**src/rtl/regfile_writeback_if.sv**
```systemverilog
//------------------------------------------------------------------------------
// regfile_writeback_if : ALU/load result, load-issue, decode and writeback bundle
// Revision: 1.0
//------------------------------------------------------------------------------
`default_nettype none

interface regfile_writeback_if;
  logic        alu_valid;
  logic [4:0]  alu_rd;
  logic [31:0] alu_data;
  logic        mem_valid;
  logic        mem_ready;
  logic [4:0]  mem_rd;
  logic [31:0] mem_data;
  logic        issue_load;
  logic [4:0]  issue_rd;
  logic [4:0]  rs1_addr;
  logic [4:0]  rs2_addr;
  logic        hazard;
  logic        rf_we;
  logic [4:0]  rf_rd_addr;
  logic [31:0] rf_rd_din;
  logic        waw_err;

  modport master (
    output alu_valid, alu_rd, alu_data,
    output mem_valid, mem_rd, mem_data,
    output issue_load, issue_rd, rs1_addr, rs2_addr,
    input  mem_ready, hazard, rf_we, rf_rd_addr, rf_rd_din, waw_err
  );

  modport slave (
    input  alu_valid, alu_rd, alu_data,
    input  mem_valid, mem_rd, mem_data,
    input  issue_load, issue_rd, rs1_addr, rs2_addr,
    output mem_ready, hazard, rf_we, rf_rd_addr, rf_rd_din, waw_err
  );
endinterface

`default_nettype wire

```
**src/rtl/regfile_writeback.sv**
```systemverilog
//------------------------------------------------------------------------------
// regfile_writeback : merges ALU and buffered load results into one RF write
//                     port and tracks pending-load (busy) registers.
// Revision: 1.0
//------------------------------------------------------------------------------
`default_nettype none

module regfile_writeback #(
  parameter int FIFO_DEPTH = 2
) (
  input  logic                clk,
  input  logic                rstn,
  regfile_writeback_if.slave  bus
);

  localparam int PTR_W = (FIFO_DEPTH > 1) ? $clog2(FIFO_DEPTH) : 1;
  localparam int CNT_W = $clog2(FIFO_DEPTH + 1);
  localparam logic [CNT_W-1:0] DEPTH_C = CNT_W'(FIFO_DEPTH);

  logic [31:0]      busy_q, busy_d;
  logic [4:0]       fifo_rd_q   [FIFO_DEPTH];
  logic [31:0]      fifo_data_q [FIFO_DEPTH];
  logic [PTR_W-1:0] wptr_q, wptr_d, rptr_q, rptr_d;
  logic [CNT_W-1:0] count_q, count_d;
  logic             rf_we_q, rf_we_d;
  logic [4:0]       rf_addr_q, rf_addr_d;
  logic [31:0]      rf_din_q, rf_din_d;
  logic             waw_q, waw_d;
  logic             mem_ready_w, push, pop;
  logic [4:0]       head_rd;
  logic [31:0]      head_data;

  // Ready depends only on occupancy, never on mem_valid.
  assign mem_ready_w = (count_q < DEPTH_C);
  assign head_rd     = fifo_rd_q[rptr_q];
  assign head_data   = fifo_data_q[rptr_q];

  always_comb begin
    push      = bus.mem_valid & mem_ready_w;
    pop       = ~bus.alu_valid & (count_q != '0);
    wptr_d    = wptr_q;
    rptr_d    = rptr_q;
    count_d   = count_q + CNT_W'(push) - CNT_W'(pop);
    rf_we_d   = 1'b0;
    rf_addr_d = rf_addr_q;
    rf_din_d  = rf_din_q;
    busy_d    = busy_q;
    waw_d     = waw_q;

    if (push) wptr_d = wptr_q + 1'b1;
    if (pop)  rptr_d = rptr_q + 1'b1;

    if (bus.alu_valid) begin
      rf_we_d   = (bus.alu_rd != 5'd0);
      rf_addr_d = bus.alu_rd;
      rf_din_d  = bus.alu_data;
      if (bus.alu_rd != 5'd0 && busy_q[bus.alu_rd]) waw_d = 1'b1;
    end else if (pop) begin
      rf_we_d   = (head_rd != 5'd0);
      rf_addr_d = head_rd;
      rf_din_d  = head_data;
    end

    // Clear first so a same-edge issue to the same register wins.
    if (pop) busy_d[head_rd] = 1'b0;
    if (bus.issue_load && bus.issue_rd != 5'd0) busy_d[bus.issue_rd] = 1'b1;
    busy_d[0] = 1'b0;
  end

  always_ff @(posedge clk or negedge rstn) begin
    if (!rstn) begin
      busy_q    <= '0;
      wptr_q    <= '0;
      rptr_q    <= '0;
      count_q   <= '0;
      rf_we_q   <= 1'b0;
      rf_addr_q <= '0;
      rf_din_q  <= '0;
      waw_q     <= 1'b0;
    end else begin
      busy_q    <= busy_d;
      wptr_q    <= wptr_d;
      rptr_q    <= rptr_d;
      count_q   <= count_d;
      rf_we_q   <= rf_we_d;
      rf_addr_q <= rf_addr_d;
      rf_din_q  <= rf_din_d;
      waw_q     <= waw_d;
    end
  end

  // Storage needs no reset: entries are only read while count is non-zero.
  always_ff @(posedge clk) begin
    if (push) begin
      fifo_rd_q[wptr_q]   <= bus.mem_rd;
      fifo_data_q[wptr_q] <= bus.mem_data;
    end
  end

  assign bus.mem_ready  = mem_ready_w;
  assign bus.hazard     = busy_q[bus.rs1_addr] | busy_q[bus.rs2_addr];
  assign bus.rf_we      = rf_we_q;
  assign bus.rf_rd_addr = rf_addr_q;
  assign bus.rf_rd_din  = rf_din_q;
  assign bus.waw_err    = waw_q;

endmodule

`default_nettype wire

```
**src/flat_wrapper.sv**
```systemverilog
// flat-port wrapper written by rule: the top's interface ports become plain ports
module regfile_writeback_flat 
#(
  parameter int FIFO_DEPTH = 2
)
  (clk, rstn, bus_alu_valid, bus_alu_rd, bus_alu_data, bus_mem_valid, bus_mem_rd, bus_mem_data, bus_issue_load, bus_issue_rd, bus_rs1_addr, bus_rs2_addr, bus_mem_ready, bus_hazard, bus_rf_we, bus_rf_rd_addr, bus_rf_rd_din, bus_waw_err);
  regfile_writeback_if bus_i ();
  input  logic clk;
  input  logic rstn;
  input wire logic [$bits(bus_i.alu_valid)-1:0] bus_alu_valid;
  input wire logic [$bits(bus_i.alu_rd)-1:0] bus_alu_rd;
  input wire logic [$bits(bus_i.alu_data)-1:0] bus_alu_data;
  input wire logic [$bits(bus_i.mem_valid)-1:0] bus_mem_valid;
  input wire logic [$bits(bus_i.mem_rd)-1:0] bus_mem_rd;
  input wire logic [$bits(bus_i.mem_data)-1:0] bus_mem_data;
  input wire logic [$bits(bus_i.issue_load)-1:0] bus_issue_load;
  input wire logic [$bits(bus_i.issue_rd)-1:0] bus_issue_rd;
  input wire logic [$bits(bus_i.rs1_addr)-1:0] bus_rs1_addr;
  input wire logic [$bits(bus_i.rs2_addr)-1:0] bus_rs2_addr;
  output wire logic [$bits(bus_i.mem_ready)-1:0] bus_mem_ready;
  output wire logic [$bits(bus_i.hazard)-1:0] bus_hazard;
  output wire logic [$bits(bus_i.rf_we)-1:0] bus_rf_we;
  output wire logic [$bits(bus_i.rf_rd_addr)-1:0] bus_rf_rd_addr;
  output wire logic [$bits(bus_i.rf_rd_din)-1:0] bus_rf_rd_din;
  output wire logic [$bits(bus_i.waw_err)-1:0] bus_waw_err;
  assign bus_i.alu_valid = bus_alu_valid;
  assign bus_i.alu_rd = bus_alu_rd;
  assign bus_i.alu_data = bus_alu_data;
  assign bus_i.mem_valid = bus_mem_valid;
  assign bus_i.mem_rd = bus_mem_rd;
  assign bus_i.mem_data = bus_mem_data;
  assign bus_i.issue_load = bus_issue_load;
  assign bus_i.issue_rd = bus_issue_rd;
  assign bus_i.rs1_addr = bus_rs1_addr;
  assign bus_i.rs2_addr = bus_rs2_addr;
  assign bus_mem_ready = bus_i.mem_ready;
  assign bus_hazard = bus_i.hazard;
  assign bus_rf_we = bus_i.rf_we;
  assign bus_rf_rd_addr = bus_i.rf_rd_addr;
  assign bus_rf_rd_din = bus_i.rf_rd_din;
  assign bus_waw_err = bus_i.waw_err;
  regfile_writeback #(.FIFO_DEPTH(FIFO_DEPTH)) u_core (.clk(clk), .rstn(rstn), .bus(bus_i));
endmodule
```
**config.mk**
```make
export PLATFORM = sky130hd
export DESIGN_NAME = regfile_writeback_flat
export DESIGN_NICKNAME = d
export VERILOG_FILES = /design/src/rtl/regfile_writeback_if.sv /design/src/rtl/regfile_writeback.sv /design/src/flat_wrapper.sv
export SDC_FILE = /design/constraint.sdc
export NUM_CORES = 1
export LEC_CHECK = 0
export BUFFER_PORTS_ARGS = -buffer_cell sky130_fd_sc_hd__clkbuf_2
export CELL_PAD_IN_SITES_DETAIL_PLACEMENT = 1
export CELL_PAD_IN_SITES_GLOBAL_PLACEMENT = 1
export CORE_ASPECT_RATIO = 1.2
export CORE_UTILIZATION = 25
export DETAILED_ROUTE_END_ITERATION = 10
export PLACE_DENSITY_LB_ADDON = 0.1
export SLEW_MARGIN = 20
export SYNTH_ARGS = -nofsm -noshare
export SYNTH_HDL_FRONTEND = slang
export SYNTH_SLANG_ARGS = --single-unit
```
**constraint.sdc**
```tcl
create_clock -name clk -period 3.6 [get_ports clk]
set_input_delay 0 -clock clk [delete_from_list [all_inputs] [get_ports clk]]
set_output_delay 0 -clock clk [all_outputs]
set_load 0.005 [all_outputs]
```
# Word level (Yosys, flattened, before mapping)
# Memory sizes are Yosys's and may differ from the RTL's.
# Cells that the tools add are included.
# word_totals
ff_bits,74
latchBits,0
mem_bits_rw,74
mem_bits_ro,0
inputBits,94
output_inout_bits,41
wordCells,59
mem_count,2
# op_classes
add_sub_neg,4
mul,0
n_div,0
magnitude_cmp,8
eq_ne,0
n_shift,0
muxes,20
bitwise,7
reduce_logical,10
# mem_list
name,depth,width,rd,rd_clocked_by_memory_dff,wr,line_no,rtl
u_core.fifo_data_q,2,32,1,0,1,regfile_writeback.sv:22,logic [31:0] fifo_data_q [FIFO_DEPTH];
u_core.fifo_rd_q,2,5,1,0,1,regfile_writeback.sv:21,logic [4:0] fifo_rd_q [FIFO_DEPTH];
# ops
op,n
two-way mux 32 bit,4
bitwise AND 32 bit,1
NOT 32 bit,1
OR 32 bit,1
< comparator 5 x 6 -> 1 bit (second input constant),5
binary-select mux 1 bit (select 5 bit),3
nonzero test 5 bit,3
demux 1 bit (select 5 bit),2
greater-or-equal comparator 5 x 1 -> 1 bit (second input constant),2
two-way mux 5 bit,2
two-way mux 1 bit,9
logical AND 1 bit,4
nonzero test 2 bit,2
adder 1 bit (second input constant),2
adder 2 x 1 -> 2 bit,1
bitwise AND 1 bit,2
< comparator 2 bit (second input constant),1
AND reduction 2 bit,1
subtractor 2 x 1 -> 2 bit,1
NOT 1 bit,1
OR 1 bit,1

# Depth between registers and ports, before layout
# An unclocked memory read counts as a cell.
# depth
depth_word,10
depth_mapped,8
depth_no_buf,7

# Worst setup path after synthesis
# Ideal clock, no wire load.
# synth_timing
kind,reg-to-reg
start,reg u_core.count_q[1]
end,mem u_core.fifo_data_q[0][0] (enable)
setup_time_ns,0.436
t_arrival_ns,2.335
required_time_ns,3.164
path_slack_ns,0.829
path_stages_with_launch,3
path_buffers,0
synth_period_minus_slack_ns,2.771
path_cell_list,dfrtp_1 nor2b_1 nor2b_1
# synth_via
elab_chain_len,4
# synth_lines
item,line_no,rtl
from (decl),regfile_writeback.sv:24,"logic [CNT_W-1:0] count_q, count_d;"
from (signal assigned),regfile_writeback.sv:84,count_q <= count_d;
< comparator 2 bit,regfile_writeback.sv:34,assign mem_ready_w = (count_q < DEPTH_C);
bitwise AND 1 bit,regfile_writeback.sv:39,push = bus.mem_valid & mem_ready_w;
via u_core.push,regfile_writeback.sv:29,"logic mem_ready_w, push, pop;"
two-way mux 1 bit,regfile_writeback.sv:94,if (push) begin
two-way mux 1 bit (implied by the code),regfile_writeback.sv:96,fifo_data_q[wptr_q] <= bus.mem_data;
to (decl),regfile_writeback.sv:22,
# The timed path passes the listed nets, and every way through them passes these cells.

# Final worst setup path
# layout_timing
start,reg u_core.rptr_q
end,reg u_core.rf_we_q (netlist: u_core.bus.rf_we)
# layout_via
elab_chain_len,4
# layout_lines
item,line_no,rtl
from (decl),regfile_writeback.sv:23,"logic [PTR_W-1:0] wptr_q, wptr_d, rptr_q, rptr_d;"
from (signal assigned),regfile_writeback.sv:83,rptr_q <= rptr_d;
memory read (2 x 5 bit),--,
nonzero test 5 bit,regfile_writeback.sv:59,rf_we_d = (head_rd != 5'd0);
two-way mux 1 bit,regfile_writeback.sv:58,end else if (pop) begin
two-way mux 1 bit,regfile_writeback.sv:53,if (bus.alu_valid) begin
via u_core.rf_we_d,regfile_writeback.sv:25,"logic rf_we_q, rf_we_d;"
to (signal assigned),regfile_writeback.sv:85,rf_we_q <= rf_we_d;
to (decl),regfile_writeback.sv:25,
# The timed path passes the listed nets, and every way through them passes these cells.
# A chain may end at the register's enable or synchronous reset.

==> summary.md <==
Registers are responsible for 42.0% of the overall power. Worst IR drop on VDD: 327 uV. The synthesized design spends more area on one cell type than any other, namely edfxtp_1. The run gives 15.1% as the total routing resource utilization after global routing.

The via count of the first global-routing pass is 5690, and the largest fanout on the critical path is 25. The internal power of the cells totals 0.00430 W. The number of post-CTS setup repair buffers came out at 0. In this run the standard cell core region covers 26200 sq um.

Synthesis produced a netlist whose cell count is 545. The tool flagged a number of max-cap violations equal to 0. The run gives 4 as the length of the first detailed-routing pass in iterations. The number of synthesized register bits came out at 148. Counting flops with a built-in enable in the synthesized netlist gives 74. The number of warnings issued by yosys was 0; the portion of synthesized cell area occupied by the leading cell type was 33.4%.

The run finished with clean final reports. The final count of pins violating max slew came out at 0. For the final routed database, the setup TNS stands at 0 ns. The H-tree generated during clock tree synthesis spans 4 levels. The start-to-end type of the worst setup path is reg2reg. The average detailed-routed wire length per instance works out to 17.5 microns. The slew at the pin closest to its max-slew limit works out to 0.752 ns. Setup repair after global routing left no endpoint under its margin. In this run the worst hold path is classified as in2reg.

The power dissipated by switching net loads is 0.00216 W, and the final period demand of the worst path is 2.24 ns. The tools report the number of core rows as 65. The HPWL after detailed placement was 13800 microns; the total wire length was 19300 microns. Dividing the detail-routed via count by the number of cells gives 4.66.

The detailed router finished its first iteration with 158 violations. The share of the clock period used by the worst path was 62.2%; the mapped cell area was 6660 sq um. The async set-reset flop share out of synthesis was 50.0%. Sorting the synthesized cells by how often they occur yields 97 x o21ai_0, 74 x dfrtp_1, 74 x edfxtp_1. The first global-routing pass estimated 31100 microns of wire.

STA classifies the critical path endpoint as a flip-flop. The number of fill cells was 2875. Fraction of final layout cells with drive strength greater than 1: 26.0%. The nature of the critical path startpoint was a flip-flop.

After synthesis, the cell types taking the most area are edfxtp_1 33%, dfrtp_1 28%, o21ai_0 7.3%, mux2i_1 6.5%, mux4_2 5.8%. Combinational logic burns 29.5% of the power. In the final design database the tool counted 848 nets.

TritonCTS built the clock tree. Yosys instantiated no cell more often than o21ai_0. The remaining global-route overflow is 0, and the count of unique library cells instantiated by Yosys is 39. The clock drives 148 sinks. The power density over the cells was 712 nW/um^2. The full die area was 27300 sq um; the I/O pin total was 135. Clock-pin slew was measured on the worst setup and hold paths at 0.06 ns. The routability-driven placement congestion ratio is 0.832. The analysis attributes to cell leakage a power of 3.73 nW. The proportion of synthesized chip area in sequential cells was 61.2%; the width of the chip was 151 microns. Based on the critical path, the design can be clocked at up to 0.447 GHz. The number of instances resized during post-cts repair is 0, and the worst clock skew on the final layout is 0.00997 ns. The height of the die is 181 microns. The root buffer cell chosen for the clock tree is clkbuf_16.

The dominant synthesized flop cell is edfxtp_1. The total power was 0.00646 W; the data required time of the worst path was 3.87 ns. The later pin in the worst-skew pair is clocked with a latency of 0.42 ns.

The routed via count was 5138; the headroom to the max-slew limit was 49.7%. The average instance in the mapped netlist occupies 12.2 sq um. The initial antenna violation count came out at 2.

Setup violations remaining at the end of the flow were counted as 0. The tools report the starting utilization of the core area as 25.4%. The net switching share of the total power came out at 33.4%. Buffers placed on the I/O ports in this run total 134. The maximum number of pins on one net before global-route repair is 55.

For the clock buffer count from CTS, the log shows 17. The detail route stage leaves a number of antenna-violating nets equal to 0. Proportion of power drawn by the clock network: 28.6%.

The number of buffers on the longest clock path was 2. For this run, design rule violations remaining after detail routing come to 0. The number of nets handed over by synthesis was 641.

The post-synthesis to final-layout area growth came out at 36.4%. At the worst endpoint, the arrival time is 2.51 ns. Final hold violation count: 0.
==> final cells by class <==
type / instances / area, sq um / area share (%)
Sequential cell: 148 / 4080 / 44.9
Multi-Input combinational cell: 364 / 2440 / 26.9
Timing Repair Buffer: 215 / 1500 / 16.5
Clock buffer: 19 / 443 / 4.88
Tap cell: 335 / 419 / 4.62
Clock inverter: 13 / 171 / 1.89
Inverter: 6 / 22.5 / 0.248
Antenna cell: 2 / 5.00 / 0.0551
==> final timing paths <==
| path | from | end | slack, ns | cells after the start |
|---|---|---|---|---|
| max | u_core.rptr_q | u_core.bus.rf_we | 1.36 | 4 |
| max in group asynchronous | rstn | u_core.bus.rf_rd_din[23] | 2.57 | 3 |
| max reg2reg | u_core.rptr_q | u_core.bus.rf_we | 1.36 | 4 |
| min in group asynchronous | rstn | u_core.busy_q[7] | 0.18 | 2 |
| min reg2reg | u_core.bus.waw_err | u_core.bus.waw_err | 0.47 | 2 |
| min | bus_issue_rd[2] | u_core.busy_q[14] | 0.006 | 3 |
==> placed cells by master (no fill, tap or decap), drive strengths merged, types with 3 or more instances in the layout <==
cell type	Yosys	routed
a21oi	37	37
o21ai	105	105
dlygate4sd3	0	75
buf	11	7
clkbuf	16	152
nor2b	5	5
nand3	12	12
mux2	7	7
o31ai	3	3
nand2b	6	6
edfxtp	74	74
nand2	57	57
dfrtp	74	74
nor3	3	3
clkinv	0	4
nor2	41	41
bufinv	0	3
nand3b	3	3
mux2i	43	43
mux4	20	20
inv	6	10
==> timing repair <==
| action | 4_1_cts | 5_1_grt |
|---|---|---|
| hold buffers | 75 | 0 |
| hold endpoints to repair | 166 | 0 |
| setup endpoints to repair | 0 | 0 |
==> flip-flops by register name, indices dropped and copies added (netlist names) <==
name                   count
u_core.bus.rf_rd_din      32
u_core.fifo_data_q        64
u_core.rptr_q              1
u_core.bus.rf_rd_addr      5
u_core.fifo_rd_q          10
u_core.busy_q             31
u_core.bus.waw_err         1
u_core.wptr_q              1
u_core.count_q             2
u_core.bus.rf_we           1
==> stage by stage <==
stage	instance area (sq um)	instances	hold slack (ns)	util [%]	setup slack, ns
after floorplan	6660	545	-0.296	-	0.829
after global placement	7660	991	0.0870	29.3	1.35
after detailed placement	7690	992	0.115	29.4	1.33
after CTS	9050	1099	0.00347	34.6	1.32
after global routing	9080	1102	0.00610	34.7	1.09
final	9080	1102	0.00607	34.7	1.36
==> critical path: stages, from the launching register on <==
cell and delay [ns]:
dfrtp_2 0.85, mux2i_1 0.57, nand3_1 0.29, o31ai_1 0.31, nand2_1 0.08
==> power by group through the flow <==
stage	sequential [W]	clock (W)	combinational, W
2_1_floorplan	0.00254	0	0.00129
3_3_place_gp	0.00273	0	0.00183
3_5_place_dp	0.00275	0	0.00188
4_1_cts	0.00272	0.00190	0.00195
5_1_grt	0.00278	0.00197	0.00216
6_report	0.00271	0.00185	0.00190
==> kinds of logic after synthesis <==
family,Yosys count,synth area share (%)
AOI/OAI and AO/OA,155,12.3
DFF,148,61.2
and+or+nand+nor,133,8.69
muxes,70,14.6
buffers and inverters,33,2.35
xor gates and xnor gates,4,0.527
adders and majority gates,2,0.376
==> metal layers <==
| metal | part of all wire (%) | track usage (%) | routed length [microns] | up-vias |
|---|---|---|---|---|
| li1 | - | - | - | 2434 |
| met3 | 4.4 | 3.36 | 858 | 24 |
| met5 | 0 | 0 | 0 | - |
| met1 | 43 | 18.5 | 8340 | 2555 |
| met2 | 51 | 25.7 | 9780 | 125 |
| met4 | 1.9 | 5.60 | 365 | 0 |
No activity file was read; power rests on OpenSTA's default activity.
